===== src/rtl/step_out_ctrl.sv =====
// N-axis stepper output stage: enforces step high/low and dir setup timing,
// queues steps that arrive while an axis is busy, and applies pin polarity.
module step_out_ctrl #(
  parameter int unsigned        N_AXES    = 4,
  parameter int unsigned        STEP_HIGH = 50,
  parameter int unsigned        STEP_LOW  = 50,
  parameter int unsigned        DIR_SETUP = 100,
  parameter int unsigned        PEND_W    = 4,
  parameter logic [N_AXES-1:0]  STEP_INV  = '0,
  parameter logic [N_AXES-1:0]  DIR_INV   = '0,
  parameter logic [N_AXES-1:0]  EN_INV    = '0
) (
  input  logic              osc_clk,
  input  logic              rst,
  input  logic [N_AXES-1:0] step_req,
  input  logic [N_AXES-1:0] dir_req,
  input  logic [N_AXES-1:0] enable_req,
  input  logic              ovf_clr,
  output logic [N_AXES-1:0] motor_step,
  output logic [N_AXES-1:0] motor_dir,
  output logic [N_AXES-1:0] motor_enable,
  output logic [N_AXES-1:0] busy,
  output logic [N_AXES-1:0] overflow
);

  localparam int unsigned MAX_HL = (STEP_HIGH > STEP_LOW) ? STEP_HIGH : STEP_LOW;
  localparam int unsigned MAX_T  = (MAX_HL > DIR_SETUP) ? MAX_HL : DIR_SETUP;
  localparam int unsigned CNT_W  = $clog2(MAX_T + 1);
  localparam logic [PEND_W-1:0] PEND_MAX = '1;

  typedef enum logic [1:0] {S_IDLE, S_SETUP, S_HIGH, S_LOW} state_t;

  state_t            state_q [N_AXES];
  state_t            state_d [N_AXES];
  logic [CNT_W-1:0]  cnt_q   [N_AXES];
  logic [CNT_W-1:0]  cnt_d   [N_AXES];
  logic [PEND_W-1:0] pend_q  [N_AXES];
  logic [PEND_W-1:0] pend_d  [N_AXES];
  logic [N_AXES-1:0] dir_q, dir_d;
  logic [N_AXES-1:0] ovf_q, ovf_d;
  logic [N_AXES-1:0] step_pin_q, step_pin_d;
  logic [N_AXES-1:0] dir_pin_q, dir_pin_d;
  logic [N_AXES-1:0] en_pin_q, en_pin_d;
  logic [N_AXES-1:0] busy_q, busy_d;
  logic [N_AXES-1:0] consume_c, queue_c, drop_c;

  // Per-axis FSM, pending queue and overflow next-state logic
  always_comb begin
    state_d    = state_q;
    cnt_d      = cnt_q;
    pend_d     = pend_q;
    dir_d      = dir_q;
    ovf_d      = ovf_q;
    consume_c  = '0;
    queue_c    = '0;
    drop_c     = '0;
    step_pin_d = '0;
    busy_d     = '0;
    for (int i = 0; i < N_AXES; i++) begin
      case (state_q[i])
        S_IDLE: begin
          if (enable_req[i] && (step_req[i] || pend_q[i] != '0)) begin
            consume_c[i] = (pend_q[i] != '0);
            if (dir_req[i] == dir_q[i]) begin
              state_d[i] = S_HIGH;
              cnt_d[i]   = CNT_W'(STEP_HIGH - 1);
            end else begin
              dir_d[i]   = dir_req[i];
              state_d[i] = S_SETUP;
              cnt_d[i]   = CNT_W'(DIR_SETUP - 1);
            end
          end
        end
        S_SETUP: begin
          if (cnt_q[i] == '0) begin
            state_d[i] = S_HIGH;
            cnt_d[i]   = CNT_W'(STEP_HIGH - 1);
          end else begin
            cnt_d[i] = cnt_q[i] - CNT_W'(1);
          end
        end
        S_HIGH: begin
          if (cnt_q[i] == '0) begin
            state_d[i] = S_LOW;
            cnt_d[i]   = CNT_W'(STEP_LOW - 1);
          end else begin
            cnt_d[i] = cnt_q[i] - CNT_W'(1);
          end
        end
        S_LOW: begin
          if (cnt_q[i] == '0) begin
            state_d[i] = S_IDLE;
          end else begin
            cnt_d[i] = cnt_q[i] - CNT_W'(1);
          end
        end
        default: state_d[i] = S_IDLE;
      endcase

      // A request only bypasses the queue when it starts straight from an empty IDLE
      queue_c[i] = step_req[i] && enable_req[i] &&
                   (state_q[i] != S_IDLE || pend_q[i] != '0);
      if (!enable_req[i]) begin
        pend_d[i] = '0;
      end else if (queue_c[i] && !consume_c[i]) begin
        if (pend_q[i] == PEND_MAX) drop_c[i] = 1'b1;
        else                       pend_d[i] = pend_q[i] + PEND_W'(1);
      end else if (!queue_c[i] && consume_c[i]) begin
        pend_d[i] = pend_q[i] - PEND_W'(1);
      end

      ovf_d[i]      = drop_c[i] | (ovf_q[i] & ~ovf_clr);
      step_pin_d[i] = (state_d[i] == S_HIGH) ^ STEP_INV[i];
      busy_d[i]     = (state_q[i] != S_IDLE) || (pend_q[i] != '0);
    end
    dir_pin_d = dir_d ^ DIR_INV;
    en_pin_d  = enable_req ^ EN_INV;
  end

  always_ff @(posedge osc_clk or posedge rst) begin
    if (rst) begin
      for (int i = 0; i < N_AXES; i++) begin
        state_q[i] <= S_IDLE;
        cnt_q[i]   <= '0;
        pend_q[i]  <= '0;
      end
      dir_q      <= '0;
      ovf_q      <= '0;
      step_pin_q <= STEP_INV;
      dir_pin_q  <= DIR_INV;
      en_pin_q   <= EN_INV;
      busy_q     <= '0;
    end else begin
      for (int i = 0; i < N_AXES; i++) begin
        state_q[i] <= state_d[i];
        cnt_q[i]   <= cnt_d[i];
        pend_q[i]  <= pend_d[i];
      end
      dir_q      <= dir_d;
      ovf_q      <= ovf_d;
      step_pin_q <= step_pin_d;
      dir_pin_q  <= dir_pin_d;
      en_pin_q   <= en_pin_d;
      busy_q     <= busy_d;
    end
  end

  assign motor_step   = step_pin_q;
  assign motor_dir    = dir_pin_q;
  assign motor_enable = en_pin_q;
  assign busy         = busy_q;
  assign overflow     = ovf_q;

endmodule


===== config.mk =====
export PLATFORM = sky130hd
export DESIGN_NAME = step_out_ctrl
export DESIGN_NICKNAME = d
export VERILOG_FILES = /design/src/rtl/step_out_ctrl.sv
export SDC_FILE = /design/constraint.sdc
export NUM_CORES = 1
export LEC_CHECK = 0
export ABC_AREA = 0
export BUFFER_PORTS_ARGS = -buffer_cell sky130_fd_sc_hd__buf_2
export CORE_ASPECT_RATIO = 0.7
export CORE_MARGIN = 4
export CORE_UTILIZATION = 50
export DETAILED_ROUTE_END_ITERATION = 8
export PLACE_DENSITY = 0.68
export SLEW_MARGIN = 15
export SYNTH_ARGS = -nofsm -noshare
export SYNTH_HDL_FRONTEND = slang
export SYNTH_SLANG_ARGS = --single-unit

===== constraint.sdc =====
create_clock -name osc_clk -period 3.87 [get_ports osc_clk]
set_clock_uncertainty 0.1 [all_clocks]
set_input_delay 0.5805 -clock osc_clk [delete_from_list [all_inputs] [get_ports osc_clk]]
set_output_delay 0.5805 -clock osc_clk [all_outputs]
set_load 0.01 [all_outputs]

==> impl_results.rst <==
.. list-table::
   :header-rows: 1

   * - Metric
     - Value
   * - Worst Path Arrival
     - between 2 and 3 ns
   * - Die extent in y
     - 88.3 microns
   * - Synth Cell Area
     - 0.00461 sq mm
   * - Clock insertion delay at the later pin of the skew report
     - about 0.33 ns
   * - EDFF count, synth
     - 0
   * - Largest net degree at the start of global routing
     - 40
   * - Post-route core utilization
     - 0.579
   * - Vias per inst
     - 5.64
   * - Multi-input gate area in the final layout
     - approximately 0.0026 sq mm
   * - Root cell of the clock tree
     - sky130_fd_sc_hd__clkbuf_16
   * - Portion of the post-synthesis area used by sequential elements
     - 0.391
   * - Vias in the first global route
     - 3508
   * - Placeable core region
     - approximately 0.009 sq mm
   * - Cell type of the slowest stage on the worst timing path
     - sky130_fd_sc_hd__dfrtp_1
   * - Total placed instance area
     - ~0.005 sq mm
   * - Worst Tran Pin Value
     - 0.820 ns
   * - Via count of the routed design
     - 3647
   * - Antenna cells
     - 0
   * - Finished layout cell area
     - 0.00523 sq mm
   * - Post-CTS Hold Buffers
     - 0
   * - Seq. cell area
     - 0.00180 sq mm
   * - Type of the worst setup path
     - register to register
   * - Final worst path period share
     - 0.644
   * - DRT antenna net count
     - 0
   * - Post_cts resized
     - 0
   * - Cell accounting for the most synthesized area
     - sky130_fd_sc_hd__dfrtp_1
   * - Most common cell on crit path
     - sky130_fd_sc_hd__ha_1
   * - Residual overflow from global routing
     - 0
   * - Die W
     - 123 microns
   * - Power density over cell area
     - 514 mW/mm^2
   * - Global-route wire length before repair
     - 16700 microns
   * - Final hold vios
     - 0
   * - Post-layout nets
     - 570
   * - Wire length per cell after detailed routing
     - 14.7 microns
   * - Count of H-tree levels built during CTS
     - 3
   * - Drc violations
     - 0
   * - Endpoint required time on the critical path
     - 4.03 ns
   * - Post-Syn Nets
     - between 500 and 600
   * - Initial antenna violation count
     - 0
   * - Total wire length after detailed routing
     - 9520 microns
   * - Cells after Synth
     - 479
   * - Count of cell types in the netlist
     - 71
   * - # port buffers
     - 34
   * - List of cells traversed by the critical path
     - inv_1, ha_1, nand3b_1, ha_1, a21o_2, a21oi_1, xnor2_1, or3_2, o21ai_2
   * - All-layer global routing usage
     - 0.193
   * - Site row count
     - 29
   * - Number of buffers created by CTS
     - 9
   * - Area growth from synthesis to final layout
     - 13.4%
   * - Proportion of register bits with asynchronous set or reset after synthesis
     - 1.00
   * - Delay of the slowest cell on the worst path
     - 0.42 ns
   * - Number of top-level pins
     - 35
   * - Initial cell density of the core
     - 0.510
   * - Time the final worst path needs with I/O delays and setup
     - 2.49 ns
   * - Critical path fanouts, max
     - 6
   * - CP Launch Type
     - register
   * - Leak Pwr
     - between 2 and 2.5 nW
   * - Crit path capture type
     - register
   * - Count of max-cap constraint violations
     - 0
   * - Worst-case clock buffer depth
     - 2
   * - TritonCTS clock tree
     - built
   * - Fraction of synthesized cell area taken by the top area cell type
     - 0.391
   * - TritonCTS Sinks
     - 72
   * - Clock-pin transition on the worst setup and hold timing paths
     - 0.05 ns
   * - Peak supply drop
     - 238 uV
   * - Run status
     - complete, no violations
   * - Fin. max-slew vios
     - 0
   * - Worst slew margin relative to its limit
     - 0.452
   * - Fraction of layout instances using a drive strength above 1
     - 0.178
   * - Worst-case reg-to-reg path depth
     - 9
   * - Post-CTS setup-driven buffer insertion count
     - 0
   * - Flop and latch count out of synthesis
     - 72
   * - DRC violation total after the first TritonRoute iteration
     - ~280
   * - Cell types occupying the most area after synthesis
     - sky130_fd_sc_hd__dfrtp_1 39%, sky130_fd_sc_hd__ha_1 8.7%, sky130_fd_sc_hd__inv_1 4.1%
   * - Achievable Freq
     - between 0.4 and 0.5 GHz
   * - Worst hold path type
     - primary input to async pin
   * - Setup TNS
     - 0 ns
   * - RSZ-0062 raised after global routing
     - false
   * - Reg2reg setup slack
     - 1.38 ns
   * - Synth Area per Inst
     - between 9 and 10 sq um
   * - Total die area
     - 0.0108 sq mm
   * - Placer's final routability congestion estimate
     - slightly below 0.9
   * - Number of warnings reported in the yosys synthesis log
     - 0
   * - Reg2Reg Launch Point
     - state_q[4]$_DFF_PP0_
   * - Fillers
     - 785
   * - Detailed Place HPWL
     - ~7000 microns
   * - Final setup violating endpoints
     - 0
   * - Most frequently used flop master after synthesis
     - sky130_fd_sc_hd__dfrtp_1
   * - Endpoint of the most critical register-to-register path
     - pend_q[11]$_DFFE_PP0P_
   * - Router iterations before antenna repair
     - 5
routing by layer:
metal  routed length [microns]  GRT usage  part of all wire
met2                      3970      0.276              0.42
met3                       456     0.0562             0.048
met5                         0          0                 0
met1                      4980      0.286              0.52
met4                       103     0.0508             0.011
placed cells by master, fill, tap and decap left out, drive strengths merged, types with 11 or more instances in the layout:
| master | Yosys | routed |
|---|---|---|
| a21oi | 24 | 24 |
| buf | 0 | 36 |
| clkbuf | 7 | 12 |
| dfrtp | 72 | 72 |
| ha | 32 | 32 |
| inv | 50 | 50 |
| nand2 | 38 | 38 |
| nand3 | 11 | 11 |
| nor2 | 28 | 28 |
| nor3 | 15 | 15 |
| o21ai | 39 | 39 |
cells in the mapped netlist (all sizes together) (4+ instances only):
master and count:
a21o 6, a21oi 24, a22o 6, a22oi 4, a32oi 4, and3 4, clkbuf 7, dfrtp 72
fa 4, ha 32, inv 50, mux2 4, nand2 38, nand2b 6, nand3 11, nand3b 5
nand4 5, nor2 28, nor2b 10, nor3 15, nor4 6, o21ai 39, o22ai 5, o31ai 6
or2 10, or3 5, or4 5, xnor2 7, xor2 6
metrics by stage:
stage / cells / hold WS (ns) / power, W / worst slack, ns
after global routing: 647 / 0.334 / 0.00289 / 1.22
after global placement: 632 / 0.396 / 0.00183 / 1.48
after floorplan: 479 / 0.373 / 0.00165 / 1.36
after detailed placement: 632 / 0.404 / 0.00185 / 1.38
after CTS: 647 / 0.325 / 0.00271 / 1.38
final: 647 / 0.304 / 0.00269 / 1.38
cell families (layout without fill, tap and decap cells):
kind of cell | after synthesis | count (layout) | synth area share
mux | 5 | 5 | 0.0119
flops | 72 | 72 | 0.391
xor+xnor | 13 | 13 | 0.0247
buf+inv | 57 | 101 | 0.0467
compound gates | 138 | 138 | 0.229
fa+ha+maj | 36 | 36 | 0.104
simple gates | 158 | 158 | 0.192
power by group:
| group | internal (W) | total, W | switching [W] |
|---|---|---|---|
| logic | 0.000386 | 0.000848 | 0.000463 |
| clock network | 0.000545 | 0.000846 | 0.000300 |
| registers | 0.000869 | 0.000992 | 0.000123 |
state kept, by name (all words and copies together) (netlist names):
signal        count
motor_dir         4
cnt_q            28
pend_q           16
motor_step        4
overflow          4
busy              4
state_q           8
motor_enable      4
worst max path at each step:
stage / endpoint / startpoint / cells past startpoint
after floorplan: busy[0]$_DFF_PP0_ / rst / 1
after global placement: pend_q[11]$_DFFE_PP0P_ / state_q[4]$_DFF_PP0_ / 9
after detailed placement: pend_q[11]$_DFFE_PP0P_ / state_q[4]$_DFF_PP0_ / 9
after CTS: pend_q[11]$_DFFE_PP0P_ / state_q[4]$_DFF_PP0_ / 9
after global routing: pend_q[11]$_DFFE_PP0P_ / state_q[5]$_DFF_PP0_ / 9
final: pend_q[11]$_DFFE_PP0P_ / state_q[4]$_DFF_PP0_ / 9
area by class of cell:
class	instances	share of cell area
Sequential cell	72	0.345
Clock buffer	12	0.0510
Tap cell	124	0.0297
Clock inverter	3	0.00766
Timing Repair Buffer	36	0.0354
Inverter	50	0.0359
Multi-Input combinational cell	350	0.496
worst max-delay path, delay by kind of cell (launching register included):
| family | cells | cell delay (ns) |
|---|---|---|
| simple gates | 2 | 0.67 |
| fa+ha+maj | 2 | 0.59 |
| compound gates | 3 | 0.45 |
| flops | 1 | 0.42 |
| buf+inv | 1 | 0.10 |
| xor+xnor | 1 | 0.10 |
Note: power is estimated with default switching activity, not from simulation.
